<file path="src/rtl/and_gate_response_checker_pkg.sv">
// Shared types and MISR helper for the AND-gate BIST response checker (package and_bist_pkg).
package and_bist_pkg;

    typedef enum logic [1:0] {
        IDLE,
        COLLECT,
        DONE
    } state_t;

    localparam logic [7:0]  MISR_POLY_DEF = 8'h1D;
    localparam logic [7:0]  MISR_SEED_DEF = 8'hFF;
    localparam int unsigned MISR_MAX_W    = 32;

    // Computed at the widest supported width; callers truncate to their own MISR_W.
    function automatic logic [MISR_MAX_W-1:0] misr_next(
        input logic [MISR_MAX_W-1:0] sig,
        input logic [MISR_MAX_W-1:0] poly,
        input logic [MISR_MAX_W-1:0] data,
        input int unsigned           w
    );
        logic [MISR_MAX_W-1:0] mask;
        logic [MISR_MAX_W-1:0] fb;
        mask = (w >= MISR_MAX_W) ? '1 : ((MISR_MAX_W'(1) << w) - MISR_MAX_W'(1));
        fb   = (((sig >> (w - 1)) & MISR_MAX_W'(1)) != '0) ? poly : '0;
        return ((sig << 1) ^ fb ^ data) & mask;
    endfunction

endpackage

</file>
<file path="src/rtl/and_gate_response_checker_misr.sv">
// Multiple-input signature register: synchronous seed load, compaction when enabled.
module misr_reg
    import and_bist_pkg::*;
#(
    parameter int unsigned           MISR_W    = 8,
    parameter logic [MISR_W-1:0]     MISR_POLY = MISR_W'(MISR_POLY_DEF)
) (
    input  logic              clk,
    input  logic              rst_n,
    input  logic              load,
    input  logic [MISR_W-1:0] load_val,
    input  logic              en,
    input  logic [MISR_W-1:0] data,
    output logic [MISR_W-1:0] sig
);

    logic [MISR_W-1:0] nxt;

    always_comb begin
        nxt = MISR_W'(misr_next(MISR_MAX_W'(sig), MISR_MAX_W'(MISR_POLY),
                                MISR_MAX_W'(data), MISR_W));
    end

    always_ff @(posedge clk or negedge rst_n) begin
        if (!rst_n) begin
            sig <= '0;
        end else if (load) begin
            sig <= load_val;
        end else if (en) begin
            sig <= nxt;
        end
    end

endmodule

</file>
<file path="config.mk">
export PLATFORM = sky130hd
export DESIGN_NAME = misr_reg
export DESIGN_NICKNAME = d
export VERILOG_FILES = /design/src/rtl/and_gate_response_checker_pkg.sv /design/src/rtl/and_gate_response_checker_misr.sv
export SDC_FILE = /design/constraint.sdc
export NUM_CORES = 1
export LEC_CHECK = 0
export BUFFER_PORTS_ARGS = -buffer_cell sky130_fd_sc_hd__buf_2
export CAP_MARGIN = 40
export CORE_AREA = 5 5 42 44
export CTS_BUF_LIST = sky130_fd_sc_hd__clkbuf_16
export CTS_CLUSTER_DIAMETER = 40
export CTS_CLUSTER_SIZE = 24
export DETAILED_ROUTE_END_ITERATION = 8
export DIE_AREA = 0 0 47 49
export PLACE_DENSITY = 0.73
export SLEW_MARGIN = 20
export SYNTH_ARGS = -nofsm -noshare
export SYNTH_HDL_FRONTEND = slang
export SYNTH_SLANG_ARGS = --single-unit
</file>
<file path="constraint.sdc">
create_clock -name clk -period 2.4 [get_ports clk]
set_clock_uncertainty 0.1 [all_clocks]
set_input_delay 0.48 -clock clk [delete_from_list [all_inputs] [get_ports clk]]
set_output_delay 0.48 -clock clk [all_outputs]
set_load 0.01 [all_outputs]
</file>
Yosys cells after proc, flatten, opt, wreduce, memory -nomap -nowiden
Index checks and enable logic that the tools add are counted.
{ "totals": {"ff_bits": 8, "wordCells": 7, "output_inout_bits": 8} }
{ "op_classes": {"n_reduce_logical": 1, "n_bitwise": 2, "n_mux": 3} }
{ "ops": {"columns": ["op", "count"], "rows": [
  ["2-to-1 mux 8 bit", 2],
  ["bitwise XOR 8 x 5 -> 8 bit", 1],
  ["bitwise XOR 8 bit", 1],
  ["2-to-1 mux 5 bit", 1],
  ["nonzero test 2 bit", 1]
]} }

Longest topological paths before layout
Gate-level depths: netlist of run 1.
{ "depth": {"word_depth": 5, "ltp_mapped": 4, "ltp_nobuf": 3} }

Worst setup path before layout of run 1
OpenSTA, ideal clock, no wires.
{ "synth_timing": {"path_type": "input-to-reg", "startpoint": "in load", "endpoint": "reg sig[2]", "slack_ps": 1257, "arrival_ps": 956, "required_ps": 2213, "stages": 3, "cell_sequence": "buf_2 > nand3b_1 > o211ai_1"} }
{ "synth_via": {"elab_chain_len": 1} }
{ "synth_rtl": {"columns": ["element", "line_no", "rtl"], "rows": [
  ["start, declared", "and_gate_response_checker_misr.sv:10", "input logic load,"],
  ["2-to-1 mux 8 bit / nonzero test 2 bit (equally long branches)", null, null],
  ["end signal, assigned", "and_gate_response_checker_misr.sv:28", "sig <= load_val;"],
  ["end signal, assigned", "and_gate_response_checker_misr.sv:30", "sig <= nxt;"],
  ["end, declared", "and_gate_response_checker_misr.sv:14", "output logic [MISR_W-1:0] sig"]
]} }
Several ways; a longest one is shown, not always the timed one.
A chain may end at the register's enable or synchronous reset.

Worst setup path in the final report of run 1
{ "layout_timing": {"startpoint": "reg sig[7]", "endpoint": "out sig[7]"} }
No word-level cell between the ends.

==> results of run 1 <==
## worst max path at each step
| stage | startpoint | end | slack (ns) | depth (start not counted) |
|---|---|---|---|---|
| 2_1_floorplan | load | sig[2] | 1.26 | 3 |
| 3_3_place_gp | load | sig[2] | 1.12 | 4 |
| 3_5_place_dp | load | sig[4] | 1.08 | 4 |
| 4_1_cts | sig[7] | sig[7] | 0.96 | 1 |
| 5_1_grt | sig[7] | sig[7] | 0.91 | 1 |
| 6_report | sig[7] | sig[7] | 0.97 | 1 |
## cell families after synthesis
logic type | synth area share
AND/OR/NAND/NOR | 0.164
AO/OA/AOI/OAI | 0.130
XOR/XNOR | 0.145
flip-flops | 0.416
multiplexers | 0.104
buffers and inverters | 0.0415
## per-stage QoR
step	hold slack (ns)	utilization
3_5_place_dp	0.234	0.440
5_1_grt	0.385	0.501
4_1_cts	0.363	0.501
6_report	0.366	0.501
3_3_place_gp	0.238	0.440
2_1_floorplan	0.0844	-
## cell usage in the layout, fill, tap and decap left out
master,Yosys,final
buf_2,1,27
xor2_1,8,8
dfrtp_1,8,8
mux2i_1,5,5
nand2_1,5,5
o21ai_1,5,5
nor3b_1,3,3
a21oi_1,3,3
nand3_1,3,3
o211ai_1,3,3
clkbuf_16,0,3
nand3b_1,2,2
nor2_1,2,2
dlygate4sd3_1,0,1
## layer usage
metal / track usage / vias up / share of wire
li1: - / 235 / -
met1: 0.139 / 208 / 0.37
met4: 0.0553 / 0 / 0.016
met2: 0.170 / 22 / 0.48
met5: 0 / - / 0
met3: 0.0406 / 2 / 0.13
## layout make-up
cell class / instances / area (sq um) / area share
Multi-Input combinational cell: 39 / 262 / 0.373
Tap cell: 16 / 20.0 / 0.0285
Timing Repair Buffer: 28 / 145 / 0.207
Sequential cell: 8 / 200 / 0.285
Clock buffer: 3 / 75.1 / 0.107
## power groups by stage
| stage | logic, mW | registers [mW] | clock network [mW] |
|---|---|---|---|
| after floorplan | 0.0535 | 0.179 | 0 |
| after global placement | 0.102 | 0.172 | 0 |
| after CTS | 0.107 | 0.171 | 0.279 |
| after detailed placement | 0.105 | 0.173 | 0 |
| after global routing | 0.119 | 0.174 | 0.289 |
| final | 0.105 | 0.170 | 0.275 |
==> qor.csv, run 1 <==
stage,metric,value,unit
run_status,outcome,completed,
setup_path,crit-reg2reg-launch,sig[7],
finish,fin_cells,94,
yosys,synthesis.area,482,sq um
yosys,yosysSeqAreaShare,0.416,
sta,setup_viol,0,
place,dpl-instance-area,617,sq um
clocking,cts_tree,done,
floorplanning,start_util,0.344,
place,dp_hpwl,881,microns
yosys,synth-edff-count,0,
clocking,cts_buffer_depth,2,
global_route,first_global_vias,481,
clocking,clock_sink_count,8,
setup_path,worstSetupPathType,flip-flop to output pin,
pwr,vdd_ir_drop_max,0.000458,V
route,vias,467,
yosys,mappedNetlistNets,70,
yosys,synth_ff_type,dfrtp_1,
pwr,power_density,784,mW/mm^2
finish,layout.nets,100,
yosys,synthArstFlopShare,1.00,
place,place_ws,1.08,ns
pwr,clockPowerShare,0.500,
finish,antennaDiodeCount,0,
clocking,holdBufCountCts,1,
sta,setup_tns,0,ns
yosys,syn_inst,50,
pwr,switching_share,0.237,
pwr,finalPower,550,uW
sta,finalMaxSlewViolations,0,
finish,fillCellCount,138,
clocking,root_buffer,clkbuf_16,
yosys,synth_commonest_cells,"8 x dfrtp_1, 8 x xor2_1, 5 x mux2i_1, 5 x nand2_1, 5 x o21ai_1",
setup_path,startpoint_type,flip-flop,
sta,rsz0062_at_grt,no,
yosys,syn_avg_cell_area,9.63,sq um
job,maxCapViolations,0,
pwr,seqPwrFrac,0.309,
global_route,grt_use_total,0.113,
clocking,clk_pin_slew,0.04,ns
worst_hold_path,holdPathEnd,sig[6],
yosys,yosys_warnings,0,
place,io_buffers,27,
route,totalWireLength,1.13,mm
sta,clock.fmax,702,MHz
route,drt_first_pass_iters,4,
finish,largest_register,sig,
setup_path,required,1.82,ns
setup_path,cp-end-kind,output pin,
finish,largest_reg_flops,8,
sta,min_period,1.43,ns
setup_path,cp_data_arrival_time,0.85,ns
clocking,cts_resized,0,
yosys,synth_top_area_frac,0.416,
finish,drive_gt1_frac,0.385,
global_route,grt_pass1_wl,1.97,mm
floorplanning,rows,14,
worst_hold_path,holdPathStages,3,
clocking,numCtsBuffers,3,
pwr,p_sw,130,uW
worst_hold_path,hp-start,load_val[6],
clocking,htreeDepth,1,
setup_path,critPathTopFamily,flip-flops,
clocking,post_cts.repair.setup_buffers,0,
finish,area_delta_synth_final,45.7,%
pwr,leakagePower,0.350,nW
setup_path,crit_buf_inv,1,
sta,relSlewSlack,0.797,
place,dp.cells,90,
sta,timing.final.crit_share,0.594,
global_route,grt_max_degree,21,
route,wire_per_inst,12.0,microns
route,ant_nets,0,
yosys,yosys-top-cells-area,"dfrtp_1 42%, xor2_1 15%, mux2i_1 10%",
route,drt-initial-drc-count,6,
floorplanning,die_w,47,microns
pwr,internal_power,420,uW
setup_path,r2r-end,sig[0],
route,drc,0,
finish,postLayoutCellArea,702,sq um
yosys,synth.largest_area_cell,dfrtp_1,
setup_path,reg2reg_slack,1.34,ns
setup_path,crit_slowest_cell,dfrtp_1,
global_route,grt_antenna_before_repair,0,
setup_path,crit_chain,buf_2,
sta,final-hold-violation-count,0,
floorplanning,ios,28,
worst_hold_path,hold_class,input pin to flip-flop,
clocking,clock_latency,0.23,ns
setup_path,critPathMaxFanout,6,
place,place.gp.congestion,0.660,
yosys,synthDistinctLibCells,14,
pwr,p_comb_frac,0.191,
floorplanning,die_area,0.00230,sq mm
route,viasPerCell,4.97,
finish,reg.largest.list,sig (8),
setup_path,critPathMaxStageDelay,0.44,ns
sta,fin_ws,0.975,ns
global_route,grt_overflow,0,
sta,worstMarginPinSlew,0.304,ns
yosys,ys_ff_latch,8,
setup_path,reg2regPathDepth,3,
floorplanning,core_area,0.00140,sq mm
floorplanning,die_h,49,microns
No activity file was read; power rests on OpenSTA's default activity.
==> run 2, diff against run 1 <==
Settings changed: CORE_AREA 5 5 42 44 to default, CORE_MARGIN from default to 5, CORE_UTILIZATION from default to 36, DIE_AREA 0 0 47 49 to default, PLACE_DENSITY 0.73 to 0.76.
Clock period 2.4 ns to 1.2 ns, I/O delays scaled along.
==> qor.csv, run 2 (synthesis results as in run 1) <==
stage,metric,value,unit
run_status,outcome,completed,
finish,largest_register,sig,
sta,relSlewSlack,0.805,
finish,fillCellCount,128,
setup_path,critPathMaxFanout,6,
floorplanning,start_util,0.375,
place,dp.cells,89,
floorplanning,die_area,0.00217,sq mm
setup_path,crit_slowest_cell,dfrtp_2,
sta,rsz0062_at_grt,no,
sta,finalMaxSlewViolations,0,
job,maxCapViolations,0,
global_route,grt_antenna_before_repair,0,
finish,fin_cells,93,
clocking,numCtsBuffers,3,
sta,worstMarginPinSlew,0.292,ns
setup_path,crit_buf_inv,1,
setup_path,critPathMaxStageDelay,0.44,ns
finish,final_common_cell,buf_2,
finish,reg.largest.list,sig (8),
setup_path,cp-end-kind,output pin,
global_route,first_global_vias,419,
clocking,clock_sink_count,8,
place,io_buffers,27,
sta,final-hold-violation-count,0,
global_route,grt_max_degree,21,
pwr,p_comb_frac,0.193,
route,vias,453,
clocking,root_buffer,clkbuf_16,
pwr,switching_share,0.237,
pwr,vdd_ir_drop_max,0.000732,V
sta,timing.final.crit_share,0.974,
pwr,leakagePower,0.349,nW
place,place.gp.congestion,0.748,
sta,setup_tns,0,ns
floorplanning,die_w,46.6,microns
floorplanning,core_area,0.00128,sq mm
finish,drive_gt1_frac,0.397,
route,wire_per_inst,12.5,microns
clocking,clock_latency,0.23,ns
route,drt_first_pass_iters,3,
clocking,cts_tree,done,
route,viasPerCell,4.87,
pwr,power_density,1570,mW/mm^2
sta,clock.fmax,855,MHz
route,drc,0,
clocking,cts_buffer_depth,2,
pwr,p_sw,261,uW
route,ant_nets,0,
finish,area_delta_synth_final,45.7,%
setup_path,startpoint_type,flip-flop,
finish,antennaDiodeCount,0,
setup_path,critPathTopFamily,flip-flops,
global_route,grt_pass1_wl,1.73,mm
setup_path,crit_chain,buf_2,
finish,layout.nets,100,
sta,setup_viol,0,
setup_path,required,0.86,ns
finish,regArea,201,sq um
floorplanning,rows,13,
worst_hold_path,hold_class,input pin to flip-flop,
sta,min_period,1.17,ns
pwr,internal_power,841,uW
route,totalWireLength,1.16,mm
pwr,seqPwrFrac,0.311,
route,drt-initial-drc-count,7,
global_route,grt_use_total,0.115,
finish,largest_reg_flops,8,
finish,multi_input_area,262,sq um
finish,final_cell_mix,"27 x buf_2, 8 x xor2_1, 7 x dfrtp_1",
setup_path,worstSetupPathType,flip-flop to output pin,
clocking,htreeDepth,1,
pwr,clockPowerShare,0.497,
setup_path,cp_data_arrival_time,0.83,ns
place,dp_hpwl,937,microns
clocking,clk_pin_slew,0.04,ns
global_route,grt_overflow,0,
floorplanning,die_h,46.6,microns
floorplanning,ios,28,
-- run 2: area by class of cell --
type	instances	area share
well taps	15	0.0267
flip-flops and latches	8	0.287
clock buffers	3	0.107
repair buffers	28	0.207
multi-input cells	39	0.373
-- run 2: path summary, 6_finish.rpt --
kind                             start  endpoint  slack (ns)  cells past startpoint
setup / recovery                sig[7]    sig[7]        0.03                      1
hold / removal             load_val[7]    sig[7]        0.13                      3
setup reg to reg                sig[7]    sig[4]        0.10                      3
hold reg to reg                 sig[6]    sig[6]        0.49                      2
max in group asynchronous        rst_n    sig[7]        0.52                      2
min in group asynchronous        rst_n    sig[5]        0.29                      2
-- run 2: power by group through the flow --
stage	clock, mW	sequential [mW]	combinational, mW
6_report	0.547	0.342	0.212
5_1_grt	0.568	0.349	0.237
4_1_cts	0.557	0.344	0.216
3_5_place_dp	0	0.347	0.212
3_3_place_gp	0	0.343	0.205
2_1_floorplan	0	0.358	0.107
-- run 2: repair_timing --
action,CTS,global route
hold endpoints to repair,8,0
resized for setup,1,0
endpoints found under the setup margin,1,0
buffers inserted,0,0
hold buffers,1,0
-- run 2: layer usage --
metal	GRT usage	part of all wire
met1	0.127	0.41
met2	0.192	0.48
met3	0.0469	0.11
met4	0.0511	0
met5	0	0
-- run 2: stage by stage --
step	power [mW]	cell area (sq um)	util	hold WS, ns	setup slack, ns
2_1_floorplan	0.465	482	-	-0.156	0.156
3_3_place_gp	0.548	616	0.479	-0.00995	0.147
3_5_place_dp	0.559	616	0.479	-0.00622	0.0652
4_1_cts	1.12	702	0.546	0.129	0.0183
5_1_grt	1.15	702	0.546	0.137	0.0127
6_report	1.10	702	0.546	0.129	0.0309
==> run 3, diff against run 2 <==
Settings changed: ABC_AREA from default to 1, CORE_UTILIZATION 36 to 37, GPL_TIMING_DRIVEN from default to 0, PLACE_DENSITY 0.76 to 0.77.
==> qor.csv, run 3 <==
stage,metric,value,unit
floorplanning,core_area,0.00127,sq mm
job,maxCapViolations,0,
floorplanning,die_area,0.00214,sq mm
finish,layout.nets,113,
yosys,synthDistinctLibCells,11,
setup_path,crit_buf_inv,1,
setup_path,cp_data_arrival_time,0.81,ns
pwr,leakagePower,0.391,nW
yosys,synthArstFlopShare,1.00,
setup_path,critPathMaxFanout,5,
clocking,numCtsBuffers,3,
floorplanning,start_util,0.383,
yosys,syn_inst,59,
global_route,first_global_vias,507,
worst_hold_path,hold_class,input pin to flip-flop,
yosys,synth-edff-count,0,
finish,final_common_cell,buf_2,
sta,final-hold-violation-count,0,
clocking,htreeDepth,1,
yosys,synth_ff_type,dfrtp_1,
global_route,grt_pass1_wl,1.88,mm
route,ant_nets,0,
finish,largest_reg_flops,8,
run_status,outcome,completed,
clocking,cts_tree,done,
route,viasPerCell,4.79,
sta,worstMarginPinSlew,0.208,ns
route,wire_per_inst,10.9,microns
floorplanning,ios,28,
setup_path,startpoint_type,flip-flop,
finish,antennaDiodeCount,0,
yosys,synth_commonest_cells,"14 x nand2_1, 8 x a22oi_1, 8 x dfrtp_1",
finish,reg.largest.list,sig (8),
yosys,yosys-top-cells-area,"dfrtp_1 41%, a22oi_1 12%, nand2_1 11%",
setup_path,worstSetupPathType,flip-flop to output pin,
finish,final_util,0.580,
yosys,yosysSeqAreaShare,0.412,
clocking,cts_buffer_depth,2,
global_route,grt_overflow,0,
sta,finalMaxSlewViolations,0,
setup_path,critPathMaxStageDelay,0.43,ns
clocking,clock_sink_count,8,
clocking,clock_latency,0.23,ns
floorplanning,die_w,46.2,microns
yosys,synthesis.area,485,sq um
finish,drive_gt1_frac,0.418,
yosys,mappedNetlistNets,79,
setup_path,required,0.86,ns
sta,fin_ws,0.0545,ns
route,totalWireLength,1.16,mm
sta,setup_viol,0,
setup_path,cp-end-kind,output pin,
global_route,grt_use_total,0.129,
pwr,power_density,1520,mW/mm^2
pwr,vdd_ir_drop_max,0.000796,V
sta,rsz0062_at_grt,no,
setup_path,crit_chain,buf_2,
place,place.gp.congestion,0.766,
place,dp_hpwl,891,microns
setup_path,critPathTopFamily,flip-flops,
route,drt-initial-drc-count,8,
sta,min_period,1.15,ns
route,vias,508,
finish,largest_register,sig,
global_route,grt_antenna_before_repair,0,
route,drc,0,
yosys,yosys_warnings,0,
yosys,synth_top_area_frac,0.412,
sta,clock.fmax,873,MHz
floorplanning,die_h,46.2,microns
clocking,root_buffer,clkbuf_16,
route,drt_first_pass_iters,4,
finish,area_delta_synth_final,51.5,%
setup_path,crit_slowest_cell,dfrtp_2,
yosys,syn_avg_cell_area,8.23,sq um
pwr,finalPower,1.12,mW
yosys,synth.largest_area_cell,dfrtp_1,
global_route,grt_max_degree,11,
yosys,ys_ff_latch,8,
clocking,clk_pin_slew,0.04,ns
sta,timing.final.crit_share,0.955,
yosys,yosysMostFrequentCell,nand2_1,
place,io_buffers,26,
sta,setup_tns,0,ns
finish,final_cell_mix,"26 x buf_2, 14 x nand2_1, 8 x a22oi_1",
place,place_ws,0.143,ns
floorplanning,rows,13,
sta,relSlewSlack,0.861,
[run 3: cell count changes in the layout (fill, tap and decap cells not counted), moves of 3 or more]
| cell | delta |
|---|---|
| mux2i_1 | -5 |
| xor2_1 | -8 |
| nand3_1 | +3 |
| xnor2_1 | +5 |
| a21oi_1 | -3 |
| nor3b_1 | -3 |
| o211ai_1 | -3 |
| inv_1 | +7 |
| a22oi_1 | +8 |
| nand2_1 | +9 |
[run 3: area by class of cell]
type,instances,area (sq um)
Fill cell,117,533
Tap cell,15,18.8
Clock buffer,3,75.1
Buffer,1,11.3
Timing Repair Buffer,29,155
Sequential cell,8,201
Multi-Input combinational cell,41,240
Inverter,9,33.8
[run 3: power by group]
group | internal, mW | leakage [nW] | total, mW | switching [mW]
clock network | 0.429 | 0.0370 | 0.551 | 0.122
registers | 0.304 | 0.0956 | 0.337 | 0.0328
logic | 0.115 | 0.259 | 0.229 | 0.114
total | 0.848 | 0.391 | 1.12 | 0.269
[run 3: per-stage QoR]
step | cell area (sq um) | hold WS (ns) | cells
finish | 736 | 0.164 | 106
global route | 736 | 0.167 | 106
CTS | 721 | 0.160 | 104
detailed placement | 634 | -0.0136 | 100
global placement | 634 | -0.0121 | 100
floorplan | 485 | -0.156 | 59
[run 3: final timing paths]
check | startpoint | cells past startpoint | slack, ns | end
max in group asynchronous | rst_n | 2 | 0.55 | sig[7]
min reg2reg | sig[3] | 2 | 0.45 | sig[3]
min in group asynchronous | rst_n | 2 | 0.28 | sig[5]
min | load_val[3] | 3 | 0.16 | sig[3]
max | sig[7] | 1 | 0.05 | sig[7]
max reg2reg | sig[7] | 5 | 0.12 | sig[4]
[run 3: per-layer routing]
layer | wire length, microns | vias to the layer above | GRT usage
li1 | - | 259 | -
met1 | 494 | 227 | 0.138
met2 | 519 | 20 | 0.198
met3 | 127 | 2 | 0.0391
met4 | 14 | 0 | 0.119
met5 | 0 | - | 0
[run 3: kinds of logic after synthesis]
group | share of synthesized area
simple gates | 0.229
compound gates | 0.175
buf+inv | 0.0928
flops | 0.412
xor+xnor | 0.0902
[run 3: tightest hold or removal path, cell delays in order]
cell	delay (ns)
buf_2	0.08
a22oi_1	0.07
nand2_1	0.07
[run 3: repair_timing]
action / 4_1_cts / 5_1_grt
endpoints found under the setup margin: 1 / 1
hold endpoints to repair: 8 / 0
gates resized for setup: 1 / 0
setup buffers: 0 / 2
hold buffers: 1 / 0
